<file path="src/rtl/dmem_stage_pipe.sv">
// Data-memory stage: synchronous RAM, WR_LAT-deep store commit pipeline, store-to-load bypass.
// Optional macro DMEM_BOUNDS_CHECK_EN rejects addresses >= DEPTH and pulses addr_fault.
module dmem_stage_pipe #(
  parameter int DATA_W = 8,
  parameter int ADDR_W = 8,
  parameter int DEPTH  = 256,
  parameter int WR_LAT = 2
) (
  input  logic              clk,
  input  logic              reset,
  input  logic              mem_read,
  input  logic              mem_write,
  input  logic [ADDR_W-1:0] addr,
  input  logic [1:0]        forward_b,
  input  logic [DATA_W-1:0] write_data,
  input  logic [DATA_W-1:0] fwd_alu_data,
  input  logic [DATA_W-1:0] fwd_wb_data,
  output logic [DATA_W-1:0] read_data,
  output logic              read_valid,
  output logic [2:0]        pending_cnt,
  output logic              rw_conflict,
  output logic              addr_fault
);

  localparam int IDX_W = (DEPTH > 1) ? $clog2(DEPTH) : 1;

  logic [DATA_W-1:0] mem [DEPTH] = '{default: '0};

  logic [WR_LAT-1:0] pipe_valid;
  logic [IDX_W-1:0]  pipe_idx  [WR_LAT];
  logic [DATA_W-1:0] pipe_data [WR_LAT];

  logic [IDX_W-1:0]  idx;
  logic              out_of_range;
  logic              store_go;
  logic              load_go;
  logic [DATA_W-1:0] store_data;
  logic [WR_LAT-1:0] next_valid;
  logic [2:0]        next_cnt;
  logic              hit;
  logic [DATA_W-1:0] hit_data;

  assign idx = addr[IDX_W-1:0];

`ifdef DMEM_BOUNDS_CHECK_EN
  assign out_of_range = ({1'b0, addr} >= (ADDR_W+1)'(DEPTH));
`else
  // Upper address bits are intentionally ignored: indices wrap modulo DEPTH.
  logic addr_unused;
  assign addr_unused  = ^addr;
  assign out_of_range = 1'b0;
`endif

  // A simultaneous read+write lets the store through and drops the load.
  assign store_go = mem_write & ~out_of_range;
  assign load_go  = mem_read & ~mem_write;

  always_comb begin
    case (forward_b)
      2'b10:   store_data = fwd_alu_data;
      2'b01:   store_data = fwd_wb_data;
      default: store_data = write_data;
    endcase
  end

  always_comb begin
    next_valid    = '0;
    next_valid[0] = store_go;
    for (int i = 1; i < WR_LAT; i++) begin
      next_valid[i] = pipe_valid[i-1];
    end
    next_cnt = '0;
    for (int i = 0; i < WR_LAT; i++) begin
      next_cnt = next_cnt + 3'(next_valid[i]);
    end
  end

  // Oldest stage scanned first so younger matches overwrite; the commit stage is included.
  always_comb begin
    hit      = 1'b0;
    hit_data = '0;
    for (int i = WR_LAT - 1; i >= 0; i--) begin
      if (pipe_valid[i] && (pipe_idx[i] == idx)) begin
        hit      = 1'b1;
        hit_data = pipe_data[i];
      end
    end
  end

  always_ff @(posedge clk) begin
    if (!reset && pipe_valid[WR_LAT-1]) begin
      mem[pipe_idx[WR_LAT-1]] <= pipe_data[WR_LAT-1];
    end
  end

  always_ff @(posedge clk) begin
    pipe_idx[0]  <= idx;
    pipe_data[0] <= store_data;
    for (int i = 1; i < WR_LAT; i++) begin
      pipe_idx[i]  <= pipe_idx[i-1];
      pipe_data[i] <= pipe_data[i-1];
    end
  end

  always_ff @(posedge clk) begin
    if (reset) begin
      pipe_valid  <= '0;
      read_data   <= '0;
      read_valid  <= 1'b0;
      pending_cnt <= '0;
      rw_conflict <= 1'b0;
      addr_fault  <= 1'b0;
    end else begin
      pipe_valid  <= next_valid;
      pending_cnt <= next_cnt;
      rw_conflict <= mem_read & mem_write;
      addr_fault  <= (mem_read | mem_write) & out_of_range;
      read_valid  <= load_go;
      if (load_go) begin
        if (out_of_range) begin
          read_data <= '0;
        end else if (hit) begin
          read_data <= hit_data;
        end else begin
          read_data <= mem[idx];
        end
      end
    end
  end

endmodule

</file>
<file path="config.mk">
export PLATFORM = sky130hd
export DESIGN_NAME = dmem_stage_pipe
export DESIGN_NICKNAME = d
export VERILOG_FILES = /design/src/rtl/dmem_stage_pipe.sv
export SDC_FILE = /design/constraint.sdc
export NUM_CORES = 2
export LEC_CHECK = 0
export BUFFER_PORTS_ARGS = -buffer_cell sky130_fd_sc_hd__buf_4
export CAP_MARGIN = 5
export CORE_MARGIN = 2
export CORE_UTILIZATION = 57
export DETAILED_ROUTE_END_ITERATION = 10
export PLACE_DENSITY = 0.78
export SETUP_SLACK_MARGIN = 0.15
export SLEW_MARGIN = 0
export SYNTH_ARGS = -nofsm -noshare
export SYNTH_HDL_FRONTEND = slang
export SYNTH_SLANG_ARGS = --single-unit
</file>
<file path="constraint.sdc">
create_clock -name clk -period 4.53 [get_ports clk]
set_clock_uncertainty 0.2 [all_clocks]
set_input_delay 0.453 -clock clk [delete_from_list [all_inputs] [get_ports clk]]
set_output_delay 0.453 -clock clk [all_outputs]
set_load 0.03 [all_outputs]
</file>
==> summary.txt <==
Global route
  • First-pass GRT wire length: 289 mm
  • GR Overflow Total: 0
  • Vias in the first global route: 41700
  • Initial antenna violation count: 8
  • Largest net degree at the start of global routing: 137
  • GRT Overall Usage: 27.5%

Timing
  • Final count of hold timing violations: 0
  • Tcrit/Tclk final: 78.5%
  • Slew Viols, Final: 0
  • Fmax: 281 MHz
  • Setup TNS: 0 ns
  • Worst-Margin Slew: 1.36 ns
  • RSZ-0062 raised after global routing: no
  • # setup viols final: 0
  • Slew headroom: 9.38%
  • Crit path time final: 3.56 ns

Worst setup path
  • Startpoint Class: flop
  • Worst-path maximum fanout: 16
  • Levels on crit path: 3
  • Critical path required time: 4.77 ns
  • Setup crit start: pipe_idx[0][12]$_DFF_P_
  • Delay-heaviest family, CP: simple AND/OR/NAND/NOR gates
  • Worst r2r src: pipe_idx[0][12]$_DFF_P_
  • R2R depth: 3
  • Critical path, cell by cell: nor2b_1 -> nand3_1 -> nor2_1
  • Crit-path slowest cell: nor2_1
  • Slowest stage delay, CP: 1.16 ns
  • Buffers & Inverters on Critical Path: 0
  • Arr. time, crit path: 3.80 ns
  • Worst Setup Path Type: reg2reg
  • CP endpoint kind: flop

Yosys
  • Flops & latches, synth: 2094
  • Post-synth EDFFs: 2048
  • Synth Cell Area: 0.0814 mm2
  • Synth unique cells: 62
  • Area contributors post-synth: edfxtp_1, mux4_2, nor2_1, mux2i_1, dfxtp_1
  • Synth warn: 0
  • Syn Inst Count: 4009
  • Synth Flop Type: edfxtp_1
  • Yosys top cell by area: edfxtp_1
  • FFs w/ async S/R, synth: 0%
  • Register area share after synthesis: 76.7%
  • Syn Area/Cell: 20.3 um2
  • Post-synth top area share: 75.6%

Route
  • Drt pass-1 iters: 6
  • Number of nets with antenna violations after routing: 0
  • Vias per cell: 6.74
  • WL/cell: 32.1 um
  • Initial DRC count: 6355
  • WL final: 199 mm
  • Remaining DRCs: 0
  • Total number of vias: 41900

Clocking
  • Total CTS buffers: 197
  • H-tree depth: 4
  • Clk pin slew, worst setup/hold paths: 0.06 ns
  • Worst-case clock buffer depth: 3
  • Postcts setup bufs: 0
  • CTS root buf: clkbuf_16
  • CTS tree: built
  • CTS resizes: 0
  • Clk Latency, worst-skew pair: 0.86 ns
  • Clock sink total: 2094

Place
  • Dpl cells: 5821
  • Placed wire-length estimate: 117 mm
  • # port buffers: 49
  • DP Area: 0.0840 mm2
  • Final GP Congestion: 0.889

Floorplanning
  • Initial Util: 57.5%
  • Die H: 382 um
  • Cell Rows: 138
  • Core Area: 0.142 mm2
  • Total Die Area: 0.146 mm2
  • # IOs: 52
  • Die Span X: 382 um

Min path
  • Hold Crit Start: addr[1]
  • HP Class: in2reg
  • Hold path cells: 2

Final layout
  • Design area: 0.0910 mm2
  • Most frequent cells in the layout: edfxtp_1, mux4_2, nor2_1
  • Fin cells: 6222
  • Synth-to-Final Area Change: 11.9%
  • Share of layout cells above drive strength 1: 22.0%
  • Nets: 4202
  • Commonest non-fill, non-tap cell in the layout: edfxtp_1

Pwr
  • Leakage: 30.3 nW
  • Maximum vdd drop: 0.000388 V
  • Power Dens Cells: 450 mW/mm2

Run status
  • Status: completed

Flow run
  • Max-cap violations: 0
==> worst reg2reg max path, stage by stage (launching register included) <==
cell and delay [ns]:
dfxtp_1 0.51, nor2b_1 0.43, nand3_1 0.84, nor2_1 1.17
==> area by class of cell <==
class / count / area [um2]
clock inverter: 131 / 1550
fill: 8827 / 50500
clock buffer: 234 / 5170
tap: 1890 / 2360
inverter: 7 / 26.3
antenna: 5 / 12.5
sequential: 2094 / 62400
timing repair buffer: 214 / 1970
multi-input combinational: 1647 / 17500
==> cell usage after synthesis (all sizes together) (2+ instances only) <==
library cell,number
edfxtp,2048
mux4,430
nor2,323
buf,152
a22oi,116
clkbuf,110
mux2i,104
nor2b,87
a211oi,80
nand2,73
dfxtp,46
nand4,42
a221oi,41
nand3,37
nor4,33
nand2b,29
o21ai,24
a21oi,23
mux2,20
o22ai,17
a21boi,16
xnor2,16
o211ai,14
a22o,12
nor3,12
a2111oi,8
a311oi,8
a32oi,8
o221ai,8
o41ai,8
a21o,7
and3b,7
o31a,7
o41a,7
and2,6
inv,5
or3,4
ha,3
and4b,2
clkinv,2
nor3b,2
==> metrics by stage <==
stage,util (%),hold WS (ns),power (W),setup WS [ns]
floorplan,-,0.131,0.0234,1.55
global placement,59.3,0.151,0.0242,0.483
detailed placement,59.3,0.156,0.0242,0.425
CTS,64.3,0.0423,0.0410,1.16
global route,64.3,0.0721,0.0419,0.898
finish,64.3,0.0810,0.0410,0.972
==> final timing paths <==
| path | slack [ns] | end |
|---|---|---|
| worst max-delay path | 0.97 | mem[223][1]$_DFFE_PP_ |
| worst min register to register | 0.17 | pipe_idx[0][15]$_DFF_P_ |
| worst max register to register | 0.97 | mem[223][1]$_DFFE_PP_ |
| worst min-delay path | 0.08 | pipe_idx[0][1]$_DFF_P_ |
==> routing by layer <==
metal  vias up  wire (um)  GRT usage [%]
li1      16900          -              -
met1     21600      71200           37.6
met2      2965      94600           42.3
met3       505      24600           7.12
met4         4       8970           11.8
met5         -         32              0
==> timing repair <==
item | 4_1_cts | 5_1_grt
endpoints found under the hold margin | 28 | 0
endpoints found under the setup margin | 0 | 0
hold buffers | 31 | 0
==> report_power, final <==
group | internal (W) | switching (W)
Clock | 0.00985 | 0.00725
Sequential | 0.0217 | 0.000265
Combinational | 0.000647 | 0.00132
Total | 0.0321 | 0.00884
==> kinds of logic after synthesis <==
group	count (synthesis)	share of synthesized area (%)
AO/OA/AOI/OAI	410	3.87
multiplexers	554	13.5
flip-flops	2094	76.7
XOR/XNOR	16	0.172
other	1	0.00461
AND/OR/NAND/NOR	662	3.84
adder cells (fa/ha/maj)	3	0.0461
buffers and inverters	269	1.85
==> registers in the layout, indices dropped and copies added (netlist names) <==
register / flops
pipe_idx: 16
pipe_valid: 2
pipe_data: 16
pending_cnt: 2
rw_conflict: 1
mem: 2048
read_valid: 1
read_data: 8
Power figures use the tool's default switching activity.
